--- config.mk ---
export PLATFORM = sky130hd
export DESIGN_NAME = bias2_update_sched_flat
export DESIGN_NICKNAME = d
export VERILOG_FILES = /design/src/rtl/bias2_update_sched_if.sv /design/src/rtl/bias2_update_sched.sv /design/src/flat_wrapper.sv
export SDC_FILE = /design/constraint.sdc
export NUM_CORES = 1
export LEC_CHECK = 0
export ABC_CLOCK_PERIOD_IN_PS = 5300
export CAP_MARGIN = 25
export CORE_MARGIN = 5
export CORE_UTILIZATION = 50
export DETAILED_ROUTE_END_ITERATION = 6
export DONT_BUFFER_PORTS = 1
export GPL_TIMING_DRIVEN = 0
export PLACE_DENSITY = 0.73
export SLEW_MARGIN = 20
export SYNTH_ARGS = -nofsm -noshare
export SYNTH_HDL_FRONTEND = slang
export SYNTH_SLANG_ARGS = --single-unit
--- constraint.sdc ---
create_clock -name clk -period 5.3 [get_ports clk]
set_input_delay 0.53 -clock clk [delete_from_list [all_inputs] [get_ports clk]]
set_output_delay 0.53 -clock clk [all_outputs]
set_load 0.005 [all_outputs]
--- src/rtl/bias2_update_sched_if.sv ---
// Bundle between the training sequencer/backprop side and the bias2 update scheduler.
// Master drives the batch controls and per-sample gradients; slave returns the bias bank drive and status.
interface bias2_update_sched_if;
  logic               start;
  logic               abort;
  logic               delta_valid;
  logic signed [15:0] g1;
  logic signed [15:0] g2;
  logic signed [15:0] g3;
  logic signed [15:0] g4;
  logic signed [15:0] g5;
  logic [3:0]         ctrl;
  logic [3:0]         step;
  logic signed [15:0] deltab2_1;
  logic signed [15:0] deltab2_2;
  logic signed [15:0] deltab2_3;
  logic signed [15:0] deltab2_4;
  logic signed [15:0] deltab2_5;
  logic               busy;
  logic               done;
  logic [15:0]        update_count;

  modport master (
    output start, abort, delta_valid, g1, g2, g3, g4, g5,
    input  ctrl, step, deltab2_1, deltab2_2, deltab2_3, deltab2_4, deltab2_5,
    input  busy, done, update_count
  );

  modport slave (
    input  start, abort, delta_valid, g1, g2, g3, g4, g5,
    output ctrl, step, deltab2_1, deltab2_2, deltab2_3, deltab2_4, deltab2_5,
    output busy, done, update_count
  );
endinterface

--- src/rtl/bias2_update_sched.sv ---
// Averages a mini-batch of five-lane bias gradients and issues one bias-bank apply cycle per batch.
// Apply is visible the cycle after the last sample edge, done one cycle later; delta_valid=0 simply stalls.
module bias2_update_sched #(
  parameter int BATCH_LOG2 = 2,
  parameter int LR_SHIFT   = 0,
  parameter int ACC_W      = 24
) (
  input logic clk,
  input logic rst,
  bias2_update_sched_if.slave bus
);

  localparam int SH = BATCH_LOG2 + LR_SHIFT;
  localparam int NL = 5;

  typedef enum logic [1:0] {IDLE, ACCUM, APPLY, DONE} state_t;

  state_t                  state;
  logic signed [ACC_W-1:0] acc     [NL];
  logic signed [ACC_W-1:0] acc_nxt [NL];
  logic signed [15:0]      g       [NL];
  logic signed [15:0]      dlt     [NL];
  logic signed [15:0]      dlt_nxt [NL];
  logic [BATCH_LOG2-1:0]   sample_cnt;
  logic [3:0]              step_cnt;
  logic [3:0]              ctrl_r;
  logic [3:0]              step_r;
  logic                    busy_r;
  logic                    done_r;
  logic [15:0]             upd_cnt;

  assign g[0] = bus.g1;
  assign g[1] = bus.g2;
  assign g[2] = bus.g3;
  assign g[3] = bus.g4;
  assign g[4] = bus.g5;

  // Deltas come from the sum including the sample being accepted, so they are ready on the apply edge.
  always_comb begin
    for (int i = 0; i < NL; i++) begin
      acc_nxt[i] = acc[i] + {{(ACC_W-16){g[i][15]}}, g[i]};
      dlt_nxt[i] = 16'(acc_nxt[i] >>> SH);
    end
  end

  always_ff @(posedge clk) begin
    if (rst) begin
      state      <= IDLE;
      ctrl_r     <= 4'd0;
      step_r     <= 4'd0;
      busy_r     <= 1'b0;
      done_r     <= 1'b0;
      upd_cnt    <= 16'd0;
      step_cnt   <= 4'd1;
      sample_cnt <= '0;
      for (int i = 0; i < NL; i++) begin
        acc[i] <= '0;
        dlt[i] <= '0;
      end
    end else begin
      done_r <= 1'b0;
      case (state)
        IDLE: begin
          if (bus.start) begin
            state      <= ACCUM;
            busy_r     <= 1'b1;
            sample_cnt <= '0;
            for (int i = 0; i < NL; i++) acc[i] <= '0;
          end
        end
        ACCUM: begin
          if (bus.abort) begin
            state  <= IDLE;
            busy_r <= 1'b0;
          end else if (bus.delta_valid) begin
            for (int i = 0; i < NL; i++) acc[i] <= acc_nxt[i];
            sample_cnt <= sample_cnt + BATCH_LOG2'(1);
            if (sample_cnt == '1) begin
              state  <= APPLY;
              ctrl_r <= 4'b0001;
              step_r <= step_cnt;
              for (int i = 0; i < NL; i++) dlt[i] <= dlt_nxt[i];
            end
          end
        end
        APPLY: begin
          state    <= DONE;
          ctrl_r   <= 4'd0;
          step_r   <= 4'd0;
          done_r   <= 1'b1;
          upd_cnt  <= upd_cnt + 16'd1;
          // Step 0 would make the bias bank ignore an intended update, so skip it on wrap.
          step_cnt <= (step_cnt == 4'd15) ? 4'd1 : step_cnt + 4'd1;
          for (int i = 0; i < NL; i++) dlt[i] <= '0;
        end
        DONE: begin
          state  <= IDLE;
          busy_r <= 1'b0;
        end
        default: state <= IDLE;
      endcase
    end
  end

  assign bus.ctrl         = ctrl_r;
  assign bus.step         = step_r;
  assign bus.busy         = busy_r;
  assign bus.done         = done_r;
  assign bus.update_count = upd_cnt;
  assign bus.deltab2_1    = dlt[0];
  assign bus.deltab2_2    = dlt[1];
  assign bus.deltab2_3    = dlt[2];
  assign bus.deltab2_4    = dlt[3];
  assign bus.deltab2_5    = dlt[4];

endmodule

--- src/flat_wrapper.sv ---
// flat-port wrapper written by rule: the top's interface ports become plain ports
module bias2_update_sched_flat 
#(
  parameter int BATCH_LOG2 = 2,
  parameter int LR_SHIFT   = 0,
  parameter int ACC_W      = 24
)
  (clk, rst, bus_start, bus_abort, bus_delta_valid, bus_g1, bus_g2, bus_g3, bus_g4, bus_g5, bus_ctrl, bus_step, bus_deltab2_1, bus_deltab2_2, bus_deltab2_3, bus_deltab2_4, bus_deltab2_5, bus_busy, bus_done, bus_update_count);
  bias2_update_sched_if bus_i ();
  input logic clk;
  input logic rst;
  input wire logic [$bits(bus_i.start)-1:0] bus_start;
  input wire logic [$bits(bus_i.abort)-1:0] bus_abort;
  input wire logic [$bits(bus_i.delta_valid)-1:0] bus_delta_valid;
  input wire logic [$bits(bus_i.g1)-1:0] bus_g1;
  input wire logic [$bits(bus_i.g2)-1:0] bus_g2;
  input wire logic [$bits(bus_i.g3)-1:0] bus_g3;
  input wire logic [$bits(bus_i.g4)-1:0] bus_g4;
  input wire logic [$bits(bus_i.g5)-1:0] bus_g5;
  output wire logic [$bits(bus_i.ctrl)-1:0] bus_ctrl;
  output wire logic [$bits(bus_i.step)-1:0] bus_step;
  output wire logic [$bits(bus_i.deltab2_1)-1:0] bus_deltab2_1;
  output wire logic [$bits(bus_i.deltab2_2)-1:0] bus_deltab2_2;
  output wire logic [$bits(bus_i.deltab2_3)-1:0] bus_deltab2_3;
  output wire logic [$bits(bus_i.deltab2_4)-1:0] bus_deltab2_4;
  output wire logic [$bits(bus_i.deltab2_5)-1:0] bus_deltab2_5;
  output wire logic [$bits(bus_i.busy)-1:0] bus_busy;
  output wire logic [$bits(bus_i.done)-1:0] bus_done;
  output wire logic [$bits(bus_i.update_count)-1:0] bus_update_count;
  assign bus_i.start = bus_start;
  assign bus_i.abort = bus_abort;
  assign bus_i.delta_valid = bus_delta_valid;
  assign bus_i.g1 = bus_g1;
  assign bus_i.g2 = bus_g2;
  assign bus_i.g3 = bus_g3;
  assign bus_i.g4 = bus_g4;
  assign bus_i.g5 = bus_g5;
  assign bus_ctrl = bus_i.ctrl;
  assign bus_step = bus_i.step;
  assign bus_deltab2_1 = bus_i.deltab2_1;
  assign bus_deltab2_2 = bus_i.deltab2_2;
  assign bus_deltab2_3 = bus_i.deltab2_3;
  assign bus_deltab2_4 = bus_i.deltab2_4;
  assign bus_deltab2_5 = bus_i.deltab2_5;
  assign bus_busy = bus_i.busy;
  assign bus_done = bus_i.done;
  assign bus_update_count = bus_i.update_count;
  bias2_update_sched #(.BATCH_LOG2(BATCH_LOG2), .LR_SHIFT(LR_SHIFT), .ACC_W(ACC_W)) u_core (.clk(clk), .rst(rst), .bus(bus_i));
endmodule
**Word level (Yosys, flattened, before mapping)**

Memories as Yosys holds them, arrays and structs flattened.
Cells that the tools add are included.

- Register bits after elaboration: 34
- Bits in latches: 0
- Memory bits (writable): 200
- Memory bits (read-only): 0
- Bits of input ports: 85
- Output and inout bits: 106
- Word-level logic and storage cells: 119
- Memories: 2

Memories:

| memory | depth | bits a word | rd ports | clocked after memory_dff | wr ports | RTL line | RTL |
|---|---|---|---|---|---|---|---|
| u_core.acc | 5 | 24 | 5 | 0 | 5 | bias2_update_sched.sv:19 | `logic signed [ACC_W-1:0] acc [NL];` |
| u_core.dlt | 5 | 16 | 5 | 0 | 5 | bias2_update_sched.sv:22 | `logic signed [15:0] dlt [NL];` |

- Add/sub/neg operators: 8
- Multipliers: 0
- Div/mod/pow operators: 0
- Magnitude comparators: 0
- Eq/ne operators: 12
- Shift operators: 0
- Muxes and demuxes: 61
- Bitwise logic cells: 20
- Reductions and logical operators: 8

Operator list:

| cell | number |
|---|---|
| $mux 24 | 10 |
| $mux 16 | 10 |
| $add 24x24->24 | 5 |
| $mux 4 | 7 |
| $mux 1 | 22 |
| $or 1x1->1 | 20 |
| $add 16x1->16 const B | 1 |
| $pmux 4 s2 | 2 |
| $mux 2 | 7 |
| $ne 2x2->1 const B | 4 |
| $pmux 2 s4 | 1 |
| $reduce_and 4->1 | 2 |
| $eq 2x2->1 const B | 3 |
| $reduce_and 3->1 | 2 |
| $add 4x1->4 const B | 1 |
| $eq 4x4->1 const B | 1 |
| $pmux 2 s2 | 1 |
| $reduce_bool 2->1 | 2 |
| $ne 3x2->1 const B | 1 |
| $ne 3x3->1 const B | 1 |
| $pmux 1 s3 | 1 |
| $reduce_bool 3->1 | 1 |
| $add 2x1->2 const B | 1 |
| $eq 2x1->1 const B | 1 |
| other kinds (2) | 2 |

**Logic depth before layout (Yosys ltp)**

Gate-level depths: netlist of the first run.

- Depth after elaboration: 9
- Gate-level depth with buffers: 10
- Gate-level depth less buffers: 10

**Least setup slack after synthesis of the first run**

OpenSTA, ideal clock, no wires.

- Path type: input -> register
- Start point: in bus_delta_valid
- End point: mem u_core.dlt[0][0] (enable)
- Setup time: 0.441 ns
- Arrival: 2.622 ns
- Required time: 4.859 ns
- Setup slack: 2.237 ns
- Stages: 3
- Path buffers: 0
- Path through: nor2b_1 -> nand3_1 -> nand2_1

RTL lines:

| item | RTL line | RTL |
|---|---|---|
| from (decl) | flat_wrapper.sv:14 | `input wire logic [$bits(bus_i.delta_valid)-1:0] bus_delta_valid;` |
| to (decl) | bias2_update_sched.sv:22 |  |

==> results of run 1 <==
==> report_power, final <==
part / total, W / leakage (nW) / internal, W / switching, W
logic: 0.000635 / 2.50 / 0.000247 / 0.000389
clock network: 0.00171 / 0.414 / 0.00105 / 0.000656
registers: 0.00182 / 2.06 / 0.00179 / 0.0000333
==> final cells by class <==
cell class,count,area share
plain buffers,34,0.0130
flip-flops and latches,201,0.465
inverters,26,0.00793
clock buffers,32,0.0582
multi-input cells,788,0.414
repair buffers,2,0.00447
clock inverters,11,0.00915
well taps,280,0.0285
==> worst paths after layout <==
check | cells past startpoint | slack, ns | end | start
worst max-delay path | 9 | 2.36 | u_core.dlt[0][62]$_SDFFCE_PP0P_ | u_core.acc[3][0]$_SDFFCE_PN0P_
worst min-delay path | 2 | 0.21 | u_core.state[0]$_SDFFE_PP0P_ | bus_start
worst max register to register | 9 | 2.36 | u_core.dlt[0][62]$_SDFFCE_PP0P_ | u_core.acc[3][0]$_SDFFCE_PN0P_
worst min register to register | 2 | 0.49 | u_core.bus.step[0]$_SDFFE_PP0P_ | u_core.bus.step[0]$_SDFFE_PP0P_
==> state kept, by name (all words and copies together), names as in the netlist, named ones only <==
register	flops
u_core.acc	90
u_core.dlt	80
u_core.bus.update_count	16
u_core.bus.step	4
u_core.step_cnt	4
u_core.sample_cnt	2
u_core.bus.busy	1
u_core.bus.ctrl	1
u_core.bus.done	1
u_core.state	1
==> critical path, cell delays in order, from the launching register on <==
cell and delay, ns:
edfxtp_1 0.38, ha_1 0.24, fa_1 0.44, a211oi_1 0.35, nor3_1 0.13, o41a_1 0.36
a41oi_2 0.29, o21ai_0 0.18, xnor2_1 0.22, nor2_1 0.07
==> metal layers <==
layer  global-route usage  part of all wire  up-vias
li1                     -                 -     3828
met1                0.254              0.42     3698
met3               0.0549             0.087       27
met5                    0                 0        -
met2                0.327              0.47      224
met4               0.0431             0.016        0
==> cells in the final DEF (no fill, tap or decap), types with 9 or more instances in the layout <==
cell type,netlist,layout
nor2_1,193,193
edfxtp_1,170,170
ha_1,88,88
a21oi_1,79,79
nand2_1,69,68
o21ai_0,56,56
xor2_1,47,47
xnor2_1,41,41
dfxtp_1,31,31
clkbuf_1,26,30
clkbuf_16,0,28
inv_1,26,26
a21o_1,26,26
nand3_1,25,25
nor3_1,14,14
and2_1,13,13
nand4_1,11,11
and3_1,10,10
o21a_1,10,10
a211oi_1,10,10
nand2b_1,9,9
nor2b_1,9,9
==> cell families after synthesis <==
family,after synthesis,synth area share
and+or+nand+nor,375,0.150
AOI/OAI and AO/OA,227,0.128
other,1,0.000339
buffers and inverters,60,0.0233
muxes,2,0.00181
DFF,201,0.518
adders and majority gates,93,0.109
xor gates and xnor gates,88,0.0697
==> per-stage QoR <==
stage	std cells	util	setup WS, ns	hold WS [ns]	total power (W)
after global routing	1374	0.564	2.25	0.190	0.00436
after global placement	1329	0.523	0.969	0.464	0.00247
after floorplan	1049	-	2.24	0.450	0.00235
final	1374	0.564	2.36	0.208	0.00417
after detailed placement	1331	0.526	2.27	0.478	0.00249
after CTS	1374	0.564	2.37	0.187	0.00421
==> results.py, run 1 <==
metrics = {
    "status": {
        "status": "complete, no violations",
    },
    "route": {
        "vias": 7777,
        "routed_wl_um": 25400,
        "post-route-drc-count": 0,
        "final_antenna_net_count": 0,
        "dr.pass1.iters": 5,
        "viasPerCell": 5.66,
        "wl_per_cell_um": 18.5,
        "drt_iter0_drc": 380,
    },
    "logic_synthesis": {
        "synth_flop_cell": "edfxtp_1",
        "synth.area.top_cells": "edfxtp_1 (46%), ha_1 (10%), nor2_1 (6.6%)",
        "synth_cells": 1047,
        "yosysSeqAreaShare": 0.518,
        "netlist.area_leader.share": 0.462,
        "netlist_area_um2": 11100,
        "synthArstFlopShare": 0,
        "synth_commonest_cells": "nor2_1 (193), edfxtp_1 (170), ha_1 (88)",
        "ys_ff_latch": 201,
        "post_synth.cell_area_avg_um2": 10.6,
        "yosys.cell_types.count": 54,
        "yosys_warnings": 0,
        "yosys.area.top_type": "edfxtp_1",
        "yosysMostFrequentCell": "nor2_1",
        "synth-edff-count": 170,
    },
    "clock_network": {
        "cts_sinks": 201,
        "h-tree-depth": 1,
        "post_cts_buffers": 0,
        "clk_latency_ns": 0.51,
        "numCtsBuffers": 24,
        "cts_resized": 0,
        "root_buffer": "clkbuf_16",
        "clockBufferDepth": 3,
        "cts_tree": "done",
        "hold_buffers": 0,
        "clk_pin_slew_ns": 0.06,
    },
    "timing": {
        "rsz0062_at_grt": "no",
        "finalSetupTns_ns": 0,
        "timing.final.setup_violations": 0,
        "fin_worst_skew_ns": 0.0136,
        "slew_viol_final": 0,
        "maxSlewHeadroom": 0.454,
        "period_needed_ns": 2.94,
        "worst_pin_slew_ns": 0.815,
        "timing.fmax_mhz": 340,
        "hold_viol_final": 0,
        "period_share": 0.554,
    },
    "place": {
        "place_area_um2": 11500,
        "place.port_buffers": 0,
        "gp_congestion": 0.846,
        "dp.final_hpwl_um": 18600,
    },
    "critical_path": {
        "startpoint_type": "flip-flop",
        "worstPathRequired_ns": 5.53,
        "arrival_ns": 3.17,
        "crit_path_max_fanout": 3,
        "critical_path_class": "reg2reg",
        "crit_path_end_kind": "flip-flop",
    },
    "layout": {
        "multi_input_area_um2": 5090,
        "ff_latch_area_um2": 5730,
        "drive_above_1_share": 0.0567,
        "diodes": 0,
        "design_area_um2": 12300,
        "area_growth_pct": 11.3,
        "fill_cells": 1850,
        "nNetsFinal": 1255,
    },
    "global_routing": {
        "grt_pass1_vias": 7632,
        "grt_overflow": 0,
        "antenna_found_initial": 0,
        "grt_pass1_wl_um": 39500,
        "track_usage": 0.195,
        "grt_max_degree": 55,
    },
    "die": {
        "num_rows": 54,
        "io_pins": 191,
        "initial_utilization": 0.507,
        "chipHeight_um": 159,
        "die_area_um2": 25200,
        "core_area_um2": 21800,
        "die_x_um": 159,
    },
    "power": {
        "pwr_density_cell_nw_per_um2": 339,
        "leakage_nw": 4.97,
        "peakVddDrop_v": 0.000279,
    },
    "hold_path": {
        "hold_class": "in2reg",
    },
    "flow_run": {
        "drv_cap": 0,
    },
}
Power figures use the tool's default switching activity.
==> run 2, diff against run 1 <==
--- a/config.mk
+++ b/config.mk
@@ -5,14 +5,14 @@
 export SDC_FILE = /design/constraint.sdc
 export NUM_CORES = 1
 export LEC_CHECK = 0
-export ABC_CLOCK_PERIOD_IN_PS = 5300
+export ABC_CLOCK_PERIOD_IN_PS = 2700
 export CAP_MARGIN = 25
 export CORE_MARGIN = 5
 export CORE_UTILIZATION = 50
 export DETAILED_ROUTE_END_ITERATION = 6
 export DONT_BUFFER_PORTS = 1
 export GPL_TIMING_DRIVEN = 0
-export PLACE_DENSITY = 0.73
+export PLACE_DENSITY = 0.76
 export SLEW_MARGIN = 20
 export SYNTH_ARGS = -nofsm -noshare
 export SYNTH_HDL_FRONTEND = slang
==> constraint.sdc (replaced) <==
create_clock -name clk -period 2.7 [get_ports clk]
set_input_delay 0.27 -clock clk [delete_from_list [all_inputs] [get_ports clk]]
set_output_delay 0.27 -clock clk [all_outputs]
set_load 0.005 [all_outputs]
==> results.py, run 2 (synthesis results as in run 1) <==
metrics = {
    "clock_network": {
        "cts_sinks": 201,
        "clk_latency_ns": 0.50,
        "h-tree-depth": 1,
        "clk_pin_slew_ns": 0.06,
        "root_buffer": "clkbuf_16",
        "cts_tree": "done",
        "clockBufferDepth": 3,
        "numCtsBuffers": 23,
    },
    "die": {
        "io_pins": 191,
        "die_x_um": 159,
        "die_area_um2": 25200,
        "num_rows": 54,
        "initial_utilization": 0.507,
        "chipHeight_um": 159,
        "core_area_um2": 21800,
    },
    "critical_path": {
        "crit_path_max_fanout": 3,
        "worstPathRequired_ns": 2.94,
        "startpoint_type": "flip-flop",
        "arrival_ns": 2.90,
        "critical_path_class": "reg2reg",
        "crit_path_end_kind": "flip-flop",
        "cp-startpoint": "u_core.acc[3][0]$_SDFFCE_PN0P_",
        "crit-reg2reg-launch": "u_core.acc[3][0]$_SDFFCE_PN0P_",
    },
    "layout": {
        "finalNonFillerCells": 1384,
        "drive_above_1_share": 0.0771,
        "largest-register": "u_core.acc",
        "layout_common_cells": "nor2_1 (193), edfxtp_1 (170), ha_1 (85)",
        "ff_latch_area_um2": 5730,
        "multi_input_area_um2": 5200,
        "nNetsFinal": 1267,
        "final_common_cell": "nor2_1",
        "area_growth_pct": 12.4,
        "largest_reg_flops": 90,
        "fill_cells": 1807,
    },
    "global_routing": {
        "track_usage": 0.198,
        "grt_max_degree": 48,
        "antenna_found_initial": 1,
        "grt_overflow": 0,
        "grt_pass1_wl_um": 39900,
        "grt_pass1_vias": 7733,
    },
    "timing": {
        "fin_worst_skew_ns": 0.0203,
        "worst_pin_slew_ns": 0.770,
        "finalSetupTns_ns": 0,
        "timing.fmax_mhz": 377,
        "hold_slack_ns": 0.0943,
        "maxSlewHeadroom": 0.485,
        "period_needed_ns": 2.66,
        "rsz0062_at_grt": "yes",
        "slew_viol_final": 0,
        "period_share": 0.983,
        "timing.final.setup_violations": 0,
        "hold_viol_final": 0,
    },
    "route": {
        "post-route-drc-count": 0,
        "vias": 7830,
        "dr.pass1.iters": 5,
        "final_antenna_net_count": 0,
        "viasPerCell": 5.66,
        "routed_wl_um": 25700,
        "wl_per_cell_um": 18.5,
        "drt_iter0_drc": 375,
    },
    "place": {
        "gp_congestion": 0.873,
        "place.port_buffers": 0,
        "dp.final_hpwl_um": 18800,
        "placed_cells": 1332,
    },
    "flow_run": {
        "drv_cap": 0,
    },
    "hold_path": {
        "hold_start": "bus_g3[0]",
        "hold_class": "in2reg",
    },
    "power": {
        "pwr_density_cell_nw_per_um2": 638,
        "leakage_nw": 5.00,
        "p_total_w": 0.00792,
        "peakVddDrop_v": 0.000492,
    },
    "status": {
        "status": "complete, no violations",
    },
}
-- run 2: final timing paths --
check	cells past startpoint	end	slack (ns)
worst max-delay path	9	u_core.dlt[0][58]$_SDFFCE_PP0P_	0.04
worst min-delay path	2	u_core.acc[2][0]$_SDFFCE_PN0P_	0.09
worst max register to register	9	u_core.dlt[0][58]$_SDFFCE_PP0P_	0.04
worst min register to register	2	u_core.bus.step[3]$_SDFFE_PP0P_	0.49
-- run 2: power breakdown --
| part | switching (W) | internal [W] | total [W] |
|---|---|---|---|
| clock network | 0.00119 | 0.00183 | 0.00303 |
| logic | 0.000789 | 0.000527 | 0.00132 |
| registers | 0.0000659 | 0.00352 | 0.00358 |
-- run 2: what timing repair did --
| action | in CTS | in global routing |
|---|---|---|
| hold buffers | 2 | 0 |
| setup buffers | 0 | 10 |
| pin swaps | 4 | 20 |
| cloned | 0 | 0 |
| hold endpoints to repair | 1 | 0 |
| gates resized for setup | 4 | 22 |
| setup endpoints to repair | 6 | 28 |
-- run 2: cell type report --
| class | count | share of cell area |
|---|---|---|
| timing repair buffer | 15 | 0.0131 |
| tap | 280 | 0.0282 |
| clock inverter | 5 | 0.00594 |
| inverter | 26 | 0.00786 |
| buffer | 34 | 0.0130 |
| antenna | 1 | 0.000201 |
| sequential | 201 | 0.461 |
| multi-input combinational | 788 | 0.419 |
| clock buffer | 34 | 0.0521 |
-- run 2: critical path, stage by stage (launching register included) --
cell	delay [ns]
edfxtp_1	0.37
ha_2	0.21
fa_2	0.39
a211oi_4	0.28
nor3_2	0.08
o41a_1	0.35
a41oi_2	0.33
buf_4	0.18
xor2_2	0.15
nor2_1	0.07
-- run 2: stage by stage --
stage          worst slack [ns]  cell area, um2   util
6_report                 0.0450           12400  0.569
5_1_grt                 -0.0683           12400  0.569
4_1_cts                 0.00377           12200  0.561
3_5_place_dp             -0.202           11500  0.526
3_3_place_gp             -0.503           11400  0.523
2_1_floorplan             0.148           11100      -
-- run 2: metal layers --
| metal | vias to the layer above | GRT usage | share of wire | wire, um |
|---|---|---|---|---|
| met5 | - | 0 | 0 | 0 |
| met4 | 0 | 0.0605 | 0.023 | 589 |
| met3 | 41 | 0.0454 | 0.072 | 1850 |
| met2 | 219 | 0.335 | 0.48 | 12300 |
| met1 | 3711 | 0.253 | 0.43 | 10900 |
| li1 | 3859 | - | - | - |
